`config.mk`:
```
export PLATFORM = sky130hd
export DESIGN_NAME = stack_unit_flat
export DESIGN_NICKNAME = d
export VERILOG_FILES = /design/src/rtl/stack_unit_if.sv /design/src/rtl/stack_unit.sv /design/src/flat_wrapper.sv
export SDC_FILE = /design/constraint.sdc
export NUM_CORES = 1
export LEC_CHECK = 0
export CELL_PAD_IN_SITES_DETAIL_PLACEMENT = 0
export CELL_PAD_IN_SITES_GLOBAL_PLACEMENT = 2
export CORE_ASPECT_RATIO = 1.5
export CORE_MARGIN = 2
export CORE_UTILIZATION = 44
export CTS_CLUSTER_SIZE = 16
export DETAILED_ROUTE_END_ITERATION = 16
export GPL_TIMING_DRIVEN = 0
export MAX_ROUTING_LAYER = met4
export PLACE_DENSITY_LB_ADDON = 0.1
export SYNTH_ARGS = -nofsm -noshare
export SYNTH_HDL_FRONTEND = slang
export SYNTH_SLANG_ARGS = --single-unit
```
`constraint.sdc`:
```
create_clock -name clk -period 4.1 [get_ports clk]
set_input_delay 0.82 -clock clk [delete_from_list [all_inputs] [get_ports clk]]
set_output_delay 0.82 -clock clk [all_outputs]
set_load 0.02 [all_outputs]
```
`src/rtl/stack_unit_if.sv`:
```
// Stack access bundle: operation strobes and write data in, read data and status out.
// Latency: none in the bundle itself; the stack registers its outputs.
// Backpressure: none; full/empty are advisory and dropped operations set sticky flags.
interface stack_unit_if #(
  parameter int WIDTH = 8,
  parameter int DEPTH = 8
);
  localparam int CW = $clog2(DEPTH) + 1;

  // Requester side
  logic             push;
  logic             pop;
  logic             top;
  logic [WIDTH-1:0] d_in;
  logic             clr_err;

  // Stack side
  logic [WIDTH-1:0] d_out;
  logic [CW-1:0]    count;
  logic             empty;
  logic             full;
  logic             overflow;
  logic             underflow;

  modport master (
    output push, pop, top, d_in, clr_err,
    input  d_out, count, empty, full, overflow, underflow
  );

  modport slave (
    input  push, pop, top, d_in, clr_err,
    output d_out, count, empty, full, overflow, underflow
  );
endinterface

```
`src/rtl/stack_unit.sv`:
```
// LIFO stack with push/pop/top, replace-top on push+pop, and sticky overflow/underflow flags.
// Latency: one cycle; d_out, count and flags reflect an operation after the sampling edge.
// Backpressure: none; pushes when full and reads when empty are dropped and flagged.
module stack_unit #(
  parameter int WIDTH = 8,
  parameter int DEPTH = 8
) (
  input logic        clk,
  input logic        rst,
  stack_unit_if.slave bus
);
  localparam int AW = $clog2(DEPTH);
  localparam int CW = AW + 1;

  // Storage is never reset; its contents are meaningless until written.
  logic [WIDTH-1:0] mem [DEPTH];

  logic [CW-1:0]    sp;
  logic [WIDTH-1:0] d_out_q;
  logic             overflow_q;
  logic             underflow_q;

  logic             is_empty;
  logic             is_full;
  logic [AW-1:0]    top_idx;
  logic [AW-1:0]    sp_idx;

  logic             wr_en;
  logic [AW-1:0]    wr_idx;
  logic             rd_en;
  logic [CW-1:0]    sp_nxt;
  logic             ovf_set;
  logic             unf_set;

  assign is_empty = (sp == '0);
  assign is_full  = (sp == CW'(DEPTH));

  // With a power-of-two depth, truncating sp-1 to AW bits also gives DEPTH-1 when full.
  assign top_idx = AW'(sp - CW'(1));
  // Only used for writes when not full, so the truncated value is always in range.
  assign sp_idx  = sp[AW-1:0];

  // Decode the operation strobes into write, read, pointer and flag actions.
  always_comb begin
    wr_en   = 1'b0;
    wr_idx  = sp_idx;
    rd_en   = 1'b0;
    sp_nxt  = sp;
    ovf_set = 1'b0;
    unf_set = 1'b0;

    if (bus.push && bus.pop) begin
      // Pop dominates top, so push+pop+top is handled here as well.
      if (!is_empty) begin
        // Replace top: old top goes out, new value takes its slot, depth unchanged.
        wr_en  = 1'b1;
        wr_idx = top_idx;
        rd_en  = 1'b1;
      end else begin
        // Nothing to pop: degrade to a plain push and record the bad pop.
        wr_en   = 1'b1;
        wr_idx  = sp_idx;
        sp_nxt  = sp + CW'(1);
        unf_set = 1'b1;
      end
    end else if (bus.push) begin
      if (bus.top) begin
        // Peek reads the pre-push top; peeking an empty stack is an underflow.
        if (!is_empty) begin
          rd_en = 1'b1;
        end else begin
          unf_set = 1'b1;
        end
      end
      if (!is_full) begin
        wr_en  = 1'b1;
        wr_idx = sp_idx;
        sp_nxt = sp + CW'(1);
      end else begin
        ovf_set = 1'b1;
      end
    end else if (bus.pop) begin
      if (!is_empty) begin
        rd_en  = 1'b1;
        sp_nxt = sp - CW'(1);
      end else begin
        unf_set = 1'b1;
      end
    end else if (bus.top) begin
      if (!is_empty) begin
        rd_en = 1'b1;
      end else begin
        unf_set = 1'b1;
      end
    end
  end

  // Write the storage array; a reset-high edge suppresses the write.
  always_ff @(posedge clk) begin
    if (!rst && wr_en) begin
      mem[wr_idx] <= bus.d_in;
    end
  end

  // Pointer, read register and sticky flags; error events win over a same-edge clear.
  always_ff @(posedge clk or posedge rst) begin
    if (rst) begin
      sp          <= '0;
      d_out_q     <= '0;
      overflow_q  <= 1'b0;
      underflow_q <= 1'b0;
    end else begin
      sp <= sp_nxt;
      if (rd_en) begin
        d_out_q <= mem[top_idx];
      end
      overflow_q  <= ovf_set | (overflow_q  & ~bus.clr_err);
      underflow_q <= unf_set | (underflow_q & ~bus.clr_err);
    end
  end

  assign bus.d_out     = d_out_q;
  assign bus.count     = sp;
  assign bus.empty     = is_empty;
  assign bus.full      = is_full;
  assign bus.overflow  = overflow_q;
  assign bus.underflow = underflow_q;
endmodule

```
`src/flat_wrapper.sv`:
```
// flat-port wrapper written by rule: the top's interface ports become plain ports
module stack_unit_flat 
#(
  parameter int WIDTH = 8,
  parameter int DEPTH = 8
)
  (clk, rst, bus_push, bus_pop, bus_top, bus_d_in, bus_clr_err, bus_d_out, bus_count, bus_empty, bus_full, bus_overflow, bus_underflow);
  stack_unit_if #(.WIDTH(WIDTH), .DEPTH(DEPTH)) bus_i ();
  input logic clk;
  input logic rst;
  input wire logic [$bits(bus_i.push)-1:0] bus_push;
  input wire logic [$bits(bus_i.pop)-1:0] bus_pop;
  input wire logic [$bits(bus_i.top)-1:0] bus_top;
  input wire logic [$bits(bus_i.d_in)-1:0] bus_d_in;
  input wire logic [$bits(bus_i.clr_err)-1:0] bus_clr_err;
  output wire logic [$bits(bus_i.d_out)-1:0] bus_d_out;
  output wire logic [$bits(bus_i.count)-1:0] bus_count;
  output wire logic [$bits(bus_i.empty)-1:0] bus_empty;
  output wire logic [$bits(bus_i.full)-1:0] bus_full;
  output wire logic [$bits(bus_i.overflow)-1:0] bus_overflow;
  output wire logic [$bits(bus_i.underflow)-1:0] bus_underflow;
  assign bus_i.push = bus_push;
  assign bus_i.pop = bus_pop;
  assign bus_i.top = bus_top;
  assign bus_i.d_in = bus_d_in;
  assign bus_i.clr_err = bus_clr_err;
  assign bus_d_out = bus_i.d_out;
  assign bus_count = bus_i.count;
  assign bus_empty = bus_i.empty;
  assign bus_full = bus_i.full;
  assign bus_overflow = bus_i.overflow;
  assign bus_underflow = bus_i.underflow;
  stack_unit #(.WIDTH(WIDTH), .DEPTH(DEPTH)) u_core (.clk(clk), .rst(rst), .bus(bus_i));
endmodule
```
==> impl_metrics.ini, run 1 <==
[synthesis]
synthArstFlopShare_pct = 17.9
yosys.area_share.simple_pct = 5.85
synth_compound_area_share_pct = 7.37
synth_warnings = 0
synth_top_family_by_area = multiplexers
ys_types = 32
synth_xor_area_share_pct = 1.86
synth_edf_count = 64
synth_flop_cell = edfxtp_1
yosys.area.top_type_share_pct = 58.3
synth_area_leaders = edfxtp_1 (58%), mux2_2 (11%), dfrtp_1 (11%)
synth.ff_latch_count = 78
synth_fp_nets = 233
yosysTopAreaCell = edfxtp_1
syn_inst = 216
synth_area_um2 = 3290
synth.avg_cell_area_um2 = 15.3
yosys.area_share.adder_pct = 1.14
ys_seq_area_share_pct = 69.0
yosys-mux-area-fraction_pct = 12.5

[drt]
drt_wl_total_um = 7000
drc = 0
drt_first_iter_violations = 87
drt_pass1_iterations = 4
vias = 1911
ant_nets = 0
wl_per_cell_um = 19.5
detail_route.vias_per_cell = 5.32

[placement]
dp_slack_ns = 0.693
place_congestion = 0.792
numPortBuffers = 27
hpwl_um = 4550

[timing]
worstMarginPinSlew_ns = 1.00
rsz0062_at_grt = false
slew-limit-headroom_pct = 33.0
setup_ws_ns = 0.761
fmax_mhz = 300
setup_viol = 0
slew_violations = 0
fin_crit_ns = 3.34
finalCritPeriodShare_pct = 81.4
fin_skew_ns = 0.0127
tns_ns = 0
finalHoldViolations = 0

[critical_path]
path_max_fanout = 9
worstPathArrival_ns = 2.52
required_ns = 3.28
critPathKind = reg -> out
timing.rr.end = u_core.mem[0][0]
worst_r2r_startpoint = u_core.bus.count[0]
rrSetupSlack_ns = 0.90
critPathLaunchType = flip-flop
worst_r2r_path_depth = 9
end_kind = output port

[outcome]
run_status = completed

[worst_hold_path]
hp-class = reg -> reg
hold_start = u_core.bus.d_out[2]
holdPathStages = 2
min_to = u_core.bus.d_out[2]

[clocking]
clockRootBuffer = clkbuf_8
clock_path_buffers = 2
post-cts-setup-buffers = 0
htree_levels = 3
insertion_delay_ns = 0.36
cts_tree = yes
cts_resized = 0
cts.clk_slew.worst_paths_ns = 0.08
hold_buffers = 0
cts_made_buffers = 9
clock-sinks = 78

[power_and_ir_drop]
power.leakage_uw = 0.00134
peakVddDrop_v = 0.000358
power_density_nw_per_um2 = 780

[grt]
grt_use_total_pct = 19.8
grt_max_degree = 17
grt_first_pass_wirelength_um = 10800
grt_antenna_before_repair = 0
gr-total-overflow = 0
grt_pass1_vias = 1940

[floorplanning]
fp.dieH_um = 110
ioPinCount = 30
die-area_um2 = 8210
rows = 38
core-area_um2 = 7230
initial_core_util_pct = 45.6
die_w_um = 74.7

[finish]
layout.nets = 271
drive_above_1_share_pct = 23.9
num_antenna_cells = 0
syn2layout_area_growth_pct = 18.8

[job]
cap_violations = 0
[layer usage]
| metal | global-route usage (%) | share of wire [%] |
|---|---|---|
| met1 | 24.6 | 45 |
| met2 | 31.2 | 49 |
| met3 | 5.45 | 4.5 |
| met4 | 6.76 | 1.6 |
| met5 | - | 0 |
[per-stage QoR]
step / std cells / power [uW] / hold slack, ns / utilization, % / cell area [um2]
floorplan: 216 / 2000 / 0.584 / - / 3290
global placement: 343 / 2440 / 0.469 / 51.1 / 3690
detailed placement: 343 / 2440 / 0.466 / 51.1 / 3690
CTS: 359 / 3080 / 0.484 / 54.2 / 3910
global route: 359 / 3230 / 0.521 / 54.2 / 3910
finish: 359 / 3050 / 0.480 / 54.2 / 3910
[registers in the layout, indices dropped and copies added, names as in the netlist]
signal and cells:
u_core.bus.count 4, u_core.mem 64, u_core.bus.overflow 1, u_core.bus.d_out 8
u_core.bus.underflow 1
[kinds of logic after synthesis]
group                      after synthesis
buffers and inverters                   17
AOI/OAI and AO/OA                       34
and+or+nand+nor                         40
adders and majority gates                3
xor gates and xnor gates                 7
muxes                                   37
DFF                                     78
[layout by cell type (no fill, tap or decap), types with 5 or more instances in the layout]
master and instances:
o31ai_1 8, dfrtp_1 14, buf_2 10, edfxtp_1 64
nand2_1 15, nor2_1 10, o22ai_1 16, clkbuf_8 11
mux2_2 33, xor2_1 5, clkdlybuf4s50_1 27
[worst max-delay path: stages, from the launching register on]
cell             delay, ns
dfrtp_1               0.40
buf_2                 0.18
inv_2                 0.15
ha_1                  0.16
buf_2                 0.18
nor2b_1               0.29
and2_1                0.19
clkdlybuf4s50_1       0.60
[how the worst max path moves through the flow]
stage / from / end / slack, ns / depth (start not counted)
final: u_core.bus.count[0] / bus_full / 0.76 / 7
after global placement: rst / u_core.mem[0][2] / 0.73 / 4
after global routing: u_core.bus.count[0] / bus_full / 0.59 / 7
after detailed placement: rst / u_core.mem[1][3] / 0.69 / 4
after CTS: u_core.bus.count[0] / bus_full / 0.74 / 7
after floorplan: u_core.bus.count[0] / u_core.mem[3][0] / 1.46 / 8
[where the power goes]
part | switching (uW) | leakage [uW] | internal (uW)
registers | 59.6 | 0.000746 | 991
clock network | 263 | 0.000114 | 373
logic | 763 | 0.000483 | 602
[cell usage after synthesis, types with 3 or more instances]
| library cell | instances |
|---|---|
| a31oi_1 | 4 |
| ha_1 | 3 |
| mux2i_1 | 4 |
| nand2_1 | 15 |
| edfxtp_1 | 64 |
| o31ai_1 | 8 |
| dfrtp_1 | 14 |
| xor2_1 | 5 |
| o22ai_1 | 16 |
| inv_1 | 4 |
| mux2_2 | 33 |
| nor2_1 | 10 |
| nor4_1 | 4 |
| buf_2 | 10 |
[final cells by class]
| cell class | count | area [um2] |
|---|---|---|
| repair buffers | 27 | 270 |
| plain buffers | 11 | 53.8 |
| flip-flops and latches | 78 | 2270 |
| multi-input cells | 121 | 946 |
| clock inverters | 4 | 68.8 |
| clock buffers | 12 | 155 |
| fillers | 630 | 3310 |
| inverters | 6 | 22.5 |
| well taps | 100 | 125 |
Power figures use the tool's default switching activity.
==> run 2, diff against run 1 <==
Settings changed: CORE_UTILIZATION 44 to 37.
Clock period 4.1 ns to 3 ns, I/O delays scaled along.
==> impl_metrics.ini, run 2 (synthesis gave the netlist of run 1 again) <==
[clocking]
cts_made_buffers = 9
cts_tree = yes
clockRootBuffer = clkbuf_16
clock_path_buffers = 2
cts.clk_slew.worst_paths_ns = 0.06
post-cts-setup-buffers = 0
insertion_delay_ns = 0.33
hold_buffers = 0
cts_resized = 9
htree_levels = 3
clock-sinks = 78

[placement]
dp.cells = 353
hpwl_um = 4880
dp_slack_ns = -0.164
numPortBuffers = 27
place_congestion = 0.705

[outcome]
run_status = completed

[critical_path]
critPathTopFamily = buffers and inverters
path_max_fanout = 10
cpMostUsedCell = buf_2
max_stage_delay_ns = 0.47
critPathKind = reg -> reg
required_ns = 2.96
end_kind = flip-flop
crit_slowest_cell = nor2_2
worstPathArrival_ns = 2.85
crit_path_cell_trace = buf_2 > inv_2 > ha_1 > buf_2 > buf_2 > inv_1 > nor4_1 > a31oi_1 > nor2_2
worst-path-buf-inv = 5
critPathLaunchType = flip-flop

[timing]
slew-limit-headroom_pct = 42.5
finalCritPeriodShare_pct = 96.1
worstMarginPinSlew_ns = 0.862
slew_violations = 0
rsz0062_at_grt = true
fin_crit_ns = 2.88
fmax_mhz = 347
fin_skew_ns = 0.00654
setup_viol = 0
setup_ws_ns = 0.118
finalHoldViolations = 0

[job]
cap_violations = 0

[floorplanning]
rows = 42
ioPinCount = 30
initial_core_util_pct = 37.8
core-area_um2 = 8720
fp.dieH_um = 120
die_w_um = 81.0
die-area_um2 = 9690

[grt]
grt_first_pass_wirelength_um = 11300
grt_max_degree = 17
grt_pass1_vias = 1935
gr-total-overflow = 0
grt_use_total_pct = 17.1
grt_antenna_before_repair = 0

[drt]
drt_wl_total_um = 7370
wl_per_cell_um = 20.0
vias = 1917
ant_nets = 0
drc = 0
drt_first_iter_violations = 103
drt_pass1_iterations = 4
detail_route.vias_per_cell = 5.20

[power_and_ir_drop]
peakVddDrop_v = 0.000492
power.leakage_uw = 0.00138
power_density_nw_per_um2 = 1080

[finish]
top_register = u_core.mem
layout_commonest_cell = edfxtp_1
syn2layout_area_growth_pct = 22.0
num_antenna_cells = 0
layout_common_cells = edfxtp_1 (64), mux2_2 (33), clkdlybuf4s50_1 (25)
fin_cells = 369
drive_above_1_share_pct = 27.4
largest_register_ffs = 64
layout.nets = 271

[worst_hold_path]
hp-class = reg -> reg
-- run 2: cell count changes in the layout (fill, tap and decap cells not counted), moves of 2 or more --
cell             change
bufinv_16            -2
clkbuf_16            +9
clkbuf_8             -9
clkdlybuf4s50_1      -2
dlygate4sd2_1        +2
nor2_1               -8
nor2_2               +6
nor2_4               +2
-- run 2: path summary, 6_finish.rpt --
| check | end | start | slack (ns) | cells past startpoint |
|---|---|---|---|---|
| min | u_core.bus.d_out[5] | u_core.bus.d_out[5] | 0.49 | 2 |
| min in group asynchronous | u_core.bus.d_out[5] | rst | 0.70 | 2 |
| max in group asynchronous | u_core.bus.count[2] | rst | 1.83 | 2 |
| min reg2reg | u_core.bus.d_out[5] | u_core.bus.d_out[5] | 0.49 | 2 |
| max reg2reg | u_core.mem[4][6] | u_core.bus.count[0] | 0.12 | 9 |
| max | u_core.mem[4][6] | u_core.bus.count[0] | 0.12 | 9 |
-- run 2: cell type report --
type | count | area, um2
Sequential cell | 78 | 2270
Clock buffer | 13 | 260
Clock inverter | 3 | 18.8
Fill cell | 799 | 4710
Tap cell | 110 | 138
Buffer | 11 | 53.8
Inverter | 6 | 22.5
Timing Repair Buffer | 27 | 268
Multi-Input combinational cell | 121 | 985
-- run 2: per-stage QoR --
step | util (%) | area, um2 | setup TNS, ns | hold WS, ns | total power [uW]
2_1_floorplan | - | 3290 | 0 | 0.506 | 2730
3_3_place_gp | 42.4 | 3700 | -9.55 | 0.469 | 3370
3_5_place_dp | 42.4 | 3700 | -9.17 | 0.469 | 3380
4_1_cts | 45.9 | 4000 | 0 | 0.489 | 4400
5_1_grt | 46.1 | 4020 | -1.51 | 0.516 | 4610
6_report | 46.1 | 4020 | 0 | 0.488 | 4350
-- run 2: tightest hold or removal path, cell delays in order, from the launching register on --
cell,delay [ns]
dfrtp_1,0.35
nand2_1,0.05
o31ai_1,0.05
-- run 2: power breakdown --
part | internal [uW] | total, uW | switching (uW) | leakage (uW)
clock | 604 | 1000 | 400 | 0.000140
sequential | 1350 | 1440 | 84.4 | 0.000746
combinational | 827 | 1910 | 1080 | 0.000494
-- run 2: layer usage --
metal / vias up / routed length [um] / global-route usage, % / part of all wire (%)
met5: - / 0 / - / 0
met4: 0 / 206 / 7.73 / 2.8
met3: 15 / 239 / 3.31 / 3.2
met2: 36 / 3820 / 27.6 / 52
met1: 956 / 3110 / 20.7 / 42
li1: 910 / - / - / -
